$ cat config.mk
export PLATFORM = sky130hd
export DESIGN_NAME = cpt_ndigits_mod_flat
export DESIGN_NICKNAME = d
export VERILOG_FILES = /design/src/rtl/cpt_pkg.sv /design/src/rtl/cpt_ndigits_mod_if.sv /design/src/rtl/cpt_digit.sv /design/src/rtl/cpt_ndigits_mod.sv /design/src/flat_wrapper.sv
export SDC_FILE = /design/constraint.sdc
export NUM_CORES = 1
export LEC_CHECK = 0
export ABC_AREA = 1
export CAP_MARGIN = 15
export CORE_ASPECT_RATIO = 0.5
export CORE_MARGIN = 2
export CORE_UTILIZATION = 52
export DETAILED_ROUTE_END_ITERATION = 10
export HOLD_SLACK_MARGIN = 0.03
export PLACE_DENSITY = 0.87
export SLEW_MARGIN = 30
export SYNTH_ARGS = -nofsm -noshare
export SYNTH_HDL_FRONTEND = slang
export SYNTH_HIERARCHICAL = 1
export SYNTH_SLANG_ARGS = --single-unit
$ cat constraint.sdc
create_clock -name Clk -period 2.7 [get_ports Clk]
set_input_delay 0.81 -clock Clk [delete_from_list [all_inputs] [get_ports Clk]]
set_output_delay 0.81 -clock Clk [all_outputs]
set_load 0.01 [all_outputs]
$ cat src/rtl/cpt_pkg.sv
// Shared constants and helpers for the cascaded modulo counter.
package cpt_pkg;

  localparam int DEF_DIGIT_WIDTH  = 4;
  localparam int DEF_NUM_DIGITS   = 4;
  localparam int DEF_MODULO_VALUE = 10;

  // Clamp a loaded digit into the legal range 0..modulo-1.
  function automatic logic [31:0] clampDigit(input logic [31:0] val,
                                             input logic [31:0] modulo);
    if (val >= modulo) return modulo - 32'd1;
    return val;
  endfunction

  // Bit position of the LSB of digit idx inside a packed digit vector.
  function automatic int digitLsb(input int idx, input int width);
    return idx * width;
  endfunction

endpackage

$ cat src/rtl/cpt_ndigits_mod_if.sv
// Command/status bundle of the cascaded counter.
// With CPT_CAPTURE_EN defined the bundle also carries Capture/CapQ.
interface cpt_ndigits_mod_if
  import cpt_pkg::*;
#(
  parameter int W = DEF_NUM_DIGITS * DEF_DIGIT_WIDTH
);
  logic         En;
  logic         Up;
  logic         Clear;
  logic         Load;
  logic [W-1:0] LoadVal;
  logic [W-1:0] Q;
  logic         TC;
  logic         Overflow;
`ifdef CPT_CAPTURE_EN
  logic         Capture;
  logic [W-1:0] CapQ;

  modport master (output En, Up, Clear, Load, LoadVal, Capture,
                  input  Q, TC, Overflow, CapQ);
  modport slave  (input  En, Up, Clear, Load, LoadVal, Capture,
                  output Q, TC, Overflow, CapQ);
`else
  modport master (output En, Up, Clear, Load, LoadVal,
                  input  Q, TC, Overflow);
  modport slave  (input  En, Up, Clear, Load, LoadVal,
                  output Q, TC, Overflow);
`endif
endinterface

$ cat src/rtl/cpt_digit.sv
// One modulo digit: clear / clamped load / step up or down with wrap.
// Arithmetic is one bit wider than the digit so the wrap test is exact
// even when the modulus equals 2**DIGIT_WIDTH.
module cpt_digit
  import cpt_pkg::*;
#(
  parameter int DIGIT_WIDTH     = DEF_DIGIT_WIDTH,
  parameter int MODULO_VALUE    = DEF_MODULO_VALUE,
  parameter int CLK_ACTIVE_EDGE = 1
) (
  input  logic                   Clk,
  input  logic                   Reset,
  input  logic                   Clear,
  input  logic                   Load,
  input  logic [DIGIT_WIDTH-1:0] LoadDigit,
  input  logic                   Step,
  input  logic                   Up,
  output logic [DIGIT_WIDTH-1:0] Digit,
  output logic                   AtMax,
  output logic                   AtZero
);
  localparam int                   EW    = DIGIT_WIDTH + 1;
  localparam logic [DIGIT_WIDTH-1:0] MAX_D = DIGIT_WIDTH'(MODULO_VALUE - 1);

  logic [EW-1:0]          digitExt;
  logic [EW-1:0]          incExt;
  logic [EW-1:0]          decExt;
  logic [DIGIT_WIDTH-1:0] loadClamped;
  logic [DIGIT_WIDTH-1:0] digitNext;

  assign digitExt    = {1'b0, Digit};
  assign incExt      = digitExt + EW'(1);
  assign decExt      = digitExt - EW'(1);
  assign AtMax       = (Digit == MAX_D);
  assign AtZero      = (Digit == '0);
  assign loadClamped = DIGIT_WIDTH'(clampDigit(32'(LoadDigit), 32'(MODULO_VALUE)));

  // Next digit value: Clear beats Load beats Step; otherwise hold.
  always_comb begin
    digitNext = Digit;
    if (Clear) begin
      digitNext = '0;
    end else if (Load) begin
      digitNext = loadClamped;
    end else if (Step) begin
      if (Up) begin
        digitNext = (incExt == EW'(MODULO_VALUE)) ? '0 : incExt[DIGIT_WIDTH-1:0];
      end else begin
        digitNext = decExt[DIGIT_WIDTH] ? MAX_D : decExt[DIGIT_WIDTH-1:0];
      end
    end
  end

  if (CLK_ACTIVE_EDGE != 0) begin : gRise
    // Digit register on the rising edge, asynchronously cleared.
    always_ff @(posedge Clk or posedge Reset) begin
      if (Reset) Digit <= '0;
      else       Digit <= digitNext;
    end
  end else begin : gFall
    // Digit register on the falling edge, asynchronously cleared.
    always_ff @(negedge Clk or posedge Reset) begin
      if (Reset) Digit <= '0;
      else       Digit <= digitNext;
    end
  end

endmodule

$ cat src/rtl/cpt_ndigits_mod.sv
// Multi-digit cascaded modulo counter (e.g. BCD) with enable, direction,
// clear, clamped parallel load, combinational terminal count and a sticky
// overflow flag. Optional macro CPT_CAPTURE_EN adds a snapshot register
// CapQ that grabs the pre-update count when Capture is high.
module cpt_ndigits_mod
  import cpt_pkg::*;
#(
  parameter int DIGIT_WIDTH     = DEF_DIGIT_WIDTH,
  parameter int NUM_DIGITS      = DEF_NUM_DIGITS,
  parameter int MODULO_VALUE    = DEF_MODULO_VALUE,
  parameter int CLK_ACTIVE_EDGE = 1
) (
  input  logic Clk,
  input  logic Reset,
  cpt_ndigits_mod_if.slave bus
);
  localparam int QW = NUM_DIGITS * DIGIT_WIDTH;

  logic [NUM_DIGITS:0]   carryUp;
  logic [NUM_DIGITS:0]   borrowDn;
  logic [NUM_DIGITS-1:0] atMax;
  logic [NUM_DIGITS-1:0] atZero;
  logic [NUM_DIGITS-1:0] step;
  logic [QW-1:0]         qInt;
  logic                  ovfReg;
  logic                  ovfNext;
  logic                  tcInt;

  // A digit moves only when every lower digit is at its wrap point for
  // the current direction; the chain is rebuilt from Q and Up each cycle.
  assign carryUp[0]  = 1'b1;
  assign borrowDn[0] = 1'b1;

  for (genvar i = 0; i < NUM_DIGITS; i++) begin : gDigit
    assign carryUp[i+1]  = carryUp[i]  & atMax[i];
    assign borrowDn[i+1] = borrowDn[i] & atZero[i];
    assign step[i]       = bus.En & (bus.Up ? carryUp[i] : borrowDn[i]);

    cpt_digit #(
      .DIGIT_WIDTH    (DIGIT_WIDTH),
      .MODULO_VALUE   (MODULO_VALUE),
      .CLK_ACTIVE_EDGE(CLK_ACTIVE_EDGE)
    ) uDigit (
      .Clk      (Clk),
      .Reset    (Reset),
      .Clear    (bus.Clear),
      .Load     (bus.Load),
      .LoadDigit(bus.LoadVal[digitLsb(i, DIGIT_WIDTH) +: DIGIT_WIDTH]),
      .Step     (step[i]),
      .Up       (bus.Up),
      .Digit    (qInt[digitLsb(i, DIGIT_WIDTH) +: DIGIT_WIDTH]),
      .AtMax    (atMax[i]),
      .AtZero   (atZero[i])
    );
  end

  assign tcInt        = bus.En & (bus.Up ? carryUp[NUM_DIGITS] : borrowDn[NUM_DIGITS]);
  assign bus.TC       = tcInt;
  assign bus.Q        = qInt;
  assign bus.Overflow = ovfReg;

  // Sticky wrap flag: cleared by Clear, frozen during Load, set on a full wrap.
  always_comb begin
    ovfNext = ovfReg;
    if (bus.Clear)      ovfNext = 1'b0;
    else if (bus.Load)  ovfNext = ovfReg;
    else if (tcInt)     ovfNext = 1'b1;
  end

`ifdef CPT_CAPTURE_EN
  logic [QW-1:0] capReg;
  logic [QW-1:0] capNext;

  assign bus.CapQ = capReg;

  // Snapshot takes the count as it stood before this edge's update.
  always_comb begin
    capNext = capReg;
    if (bus.Capture) capNext = qInt;
  end
`endif

  if (CLK_ACTIVE_EDGE != 0) begin : gRegRise
    // Overflow register on the rising edge.
    always_ff @(posedge Clk or posedge Reset) begin
      if (Reset) ovfReg <= 1'b0;
      else       ovfReg <= ovfNext;
    end
`ifdef CPT_CAPTURE_EN
    // Capture register on the rising edge.
    always_ff @(posedge Clk or posedge Reset) begin
      if (Reset) capReg <= '0;
      else       capReg <= capNext;
    end
`endif
  end else begin : gRegFall
    // Overflow register on the falling edge.
    always_ff @(negedge Clk or posedge Reset) begin
      if (Reset) ovfReg <= 1'b0;
      else       ovfReg <= ovfNext;
    end
`ifdef CPT_CAPTURE_EN
    // Capture register on the falling edge.
    always_ff @(negedge Clk or posedge Reset) begin
      if (Reset) capReg <= '0;
      else       capReg <= capNext;
    end
`endif
  end

endmodule

$ cat src/flat_wrapper.sv
// flat-port wrapper written by rule: the top's interface ports become plain ports
module cpt_ndigits_mod_flat import cpt_pkg::*;
#(
  parameter int DIGIT_WIDTH     = DEF_DIGIT_WIDTH,
  parameter int NUM_DIGITS      = DEF_NUM_DIGITS,
  parameter int MODULO_VALUE    = DEF_MODULO_VALUE,
  parameter int CLK_ACTIVE_EDGE = 1
)
  (Clk, Reset, bus_En, bus_Up, bus_Clear, bus_Load, bus_LoadVal, bus_Q, bus_TC, bus_Overflow);
  cpt_ndigits_mod_if #(.W(16)) bus_i ();
  input  logic Clk;
  input  logic Reset;
  input wire logic [$bits(bus_i.En)-1:0] bus_En;
  input wire logic [$bits(bus_i.Up)-1:0] bus_Up;
  input wire logic [$bits(bus_i.Clear)-1:0] bus_Clear;
  input wire logic [$bits(bus_i.Load)-1:0] bus_Load;
  input wire logic [$bits(bus_i.LoadVal)-1:0] bus_LoadVal;
  output wire logic [$bits(bus_i.Q)-1:0] bus_Q;
  output wire logic [$bits(bus_i.TC)-1:0] bus_TC;
  output wire logic [$bits(bus_i.Overflow)-1:0] bus_Overflow;
  assign bus_i.En = bus_En;
  assign bus_i.Up = bus_Up;
  assign bus_i.Clear = bus_Clear;
  assign bus_i.Load = bus_Load;
  assign bus_i.LoadVal = bus_LoadVal;
  assign bus_Q = bus_i.Q;
  assign bus_TC = bus_i.TC;
  assign bus_Overflow = bus_i.Overflow;
  cpt_ndigits_mod #(.DIGIT_WIDTH(DIGIT_WIDTH), .NUM_DIGITS(NUM_DIGITS), .MODULO_VALUE(MODULO_VALUE), .CLK_ACTIVE_EDGE(CLK_ACTIVE_EDGE)) u_core (.Clk(Clk), .Reset(Reset), .bus(bus_i));
endmodule
==> results_dict.tcl <==
set metrics [dict create \
    status "finished, final reports clean" \
    place_area_mm2 0.00264 \
    routed_wl_um 5660 \
    fmax_mhz 388 \
    dp_hpwl_um 4430 \
    yosysTopAreaCellShare_pct 25.7 \
    die_w_um 91.7 \
    ir_drop_mv 0.249 \
    p_comb_share_pct 49.8 \
    dr.pass1.iters 4 \
    rsz0062_at_grt "no" \
    fin_crit_sh_pct 95.6 \
    cts_buffers 3 \
    cp_data_arrival_time_ns 1.77 \
    synth_ff_type "dfrtp_1" \
    ctsHoldBuffers 0 \
    finalMaxSlewViolations 0 \
    cts_max_path_buffers 2 \
    swShare_pct 39.7 \
    die_h_um 47.9 \
    ys_types 23 \
    cellInternalPower_mw 0.591 \
    htreeDepth 1 \
    skew_ns 0.00621 \
    dp_cells 465 \
    yosysTopAreaCell "nand2_1" \
    seqPwrFrac_pct 30.5 \
    stdcell_count 469 \
    viasPerCell 5.18 \
    wl_per_cell_um 12.1 \
    period_minus_slack_ns 2.58 \
    gp_congestion 0.945 \
    fin_nets 453 \
    syn_nets 383 \
    design_area_mm2 0.00269 \
    post_cts_buffers 0 \
    io_pins 40 \
    vias 2428 \
    p_sw_mw 0.388 \
    worstSkewPairLatency_ns 0.26 \
    yosys_warnings 6 \
    end_kind "output port" \
    synth_edf_count 0 \
    clkPwrFrac_pct 19.7 \
    overflow 0 \
    netlist_area_mm2 0.00200 \
    core_area_mm2 0.00357 \
    hold_ws_ns 0.557 \
    grt_pass1_vias 2215 \
    io_buffers 39 \
    synth_area_leaders "nand2_1 (26%), dfrtp_1 (21%), inv_1 (9.0%)" \
    worst_slack_ns 0.119 \
    yosysMostFrequentCell "nand2_1" \
    hold_viol 0 \
    hold_path_class "reg2reg" \
    antenna_found_initial 0 \
    drc_errors 0 \
    syn_inst 349 \
    avgSynthCellArea_um2 5.73 \
    cts.sink_count 17 \
    cts_tree "built" \
    critPathKind "reg2out" \
    ys_async_sr_fraction_pct 100 \
    setup_viol 0 \
    n_antenna_cell 0 \
    grt_start_max_net_pins 26 \
    clk_pin_slew_ns 0.07 \
    rows 15 \
    root_buffer "clkbuf_8" \
    synth_common_cells "nand2_1 (137), inv_1 (48), nor2_1 (26)" \
    tightest_slew_ns 0.461 \
    power.total_mw 0.979 \
    dieArea_mm2 0.00439 \
    required_ns 1.89 \
    powerDensity_mw_per_mm2 364 \
    path_max_fanout 2 \
    synth_seq_area_share_pct 21.3 \
    critPathLaunchType "flop" \
    power_leakage_nw 1.46 \
    maxCapViolCount 0 \
    relSlewSlack_pct 69.0 \
    ys_ff_latch 17 \
    grt_pass1_wl_um 8980 \
    initial_core_util_pct 56.1 \
    syn_to_final_growth_pct 34.4 \
    final_antenna_net_count 0 \
    drive_gt1_share_pct 15.6 \
    post-place-ws_ns -0.465 \
    first_iter_violations 136 \
    grt.total_usage_pct 25.7 \
]
## layout by cell type (no fill, tap or decap), types with 12 or more instances in the layout
cell and count:
nand2_1 137, inv_1 48, clkdlybuf4s50_1 37, buf_4 30, nor2_1 25, a21oi_1 24, nand3_1 20, dfrtp_1 16
o21ai_0 13, ha_1 12
## power by group through the flow
stage	registers [mW]	logic, mW	clock network [mW]
3_5_place_dp	0.302	0.474	0
5_1_grt	0.302	0.538	0.203
2_1_floorplan	0.320	0.258	0
3_3_place_gp	0.299	0.456	0
6_report	0.299	0.488	0.193
4_1_cts	0.299	0.478	0.191
## registers in the layout (all words and copies together) (netlist names)
register and flops:
u_core/bus.Overflow 1, u_core/gDigit.uDigit/Digit 16
## cells by family after synthesis
group                      share of synthesized area [%]
AOI/OAI and AO/OA                                   12.4
DFF                                                 21.3
and+or+nand+nor                                     44.6
adders and majority gates                           7.50
buffers and inverters                               14.2
## path summary, 6_finish.rpt
check | end | from | slack, ns | cells past startpoint
max | bus_TC | u_core/gDigit[0].uDigit/Digit[1] | 0.12 | 10
min | u_core/bus.Overflow | u_core/bus.Overflow | 0.56 | 2
max reg2reg | u_core/gDigit[3].uDigit/Digit[3] | u_core/gDigit[0].uDigit/Digit[1] | 0.45 | 15
min reg2reg | u_core/bus.Overflow | u_core/bus.Overflow | 0.56 | 2
max in group asynchronous | u_core/gDigit[1].uDigit/Digit[0] | Reset | 1.61 | 2
min in group asynchronous | u_core/bus.Overflow | Reset | 0.84 | 2
## per-stage QoR
stage	utilization [%]	TNS, ns
after floorplan	-	0
after global placement	73.9	-0.435
after detailed placement	73.9	-0.477
after CTS	75.3	0
after global routing	75.4	0
final	75.4	0
## repair_timing
action | 4_1_cts | 5_1_grt
endpoints found under the setup margin | 1 | 1
resized for setup | 4 | 4
pin swaps | 0 | 1
## routing by layer
layer / global-route usage, % / vias up / part of all wire [%]
met5: 0 / - / 0
met4: 9.85 / 0 / 1.4
met3: 5.20 / 10 / 5.6
met2: 49.4 / 87 / 49
met1: 30.1 / 1108 / 44
li1: - / 1223 / -
## critical path: stages (launching register included)
cell      delay, ns
dfrtp_1        0.38
inv_1          0.08
ha_1           0.14
inv_1          0.06
nor3_2         0.24
nand2_1        0.10
nand2_1        0.08
nand2_2        0.07
nor2_4         0.09
and3_1         0.14
clkbuf_2       0.12
## final cells by class
cell class,count,area (um2)
Multi-Input combinational cell,267,1300
Clock buffer,3,41.3
Clock inverter,1,5.00
Timing Repair Buffer,69,609
Fill cell,273,877
Sequential cell,17,427
Inverter,61,239
Tap cell,51,63.8
No activity file was read; power rests on OpenSTA's default activity.
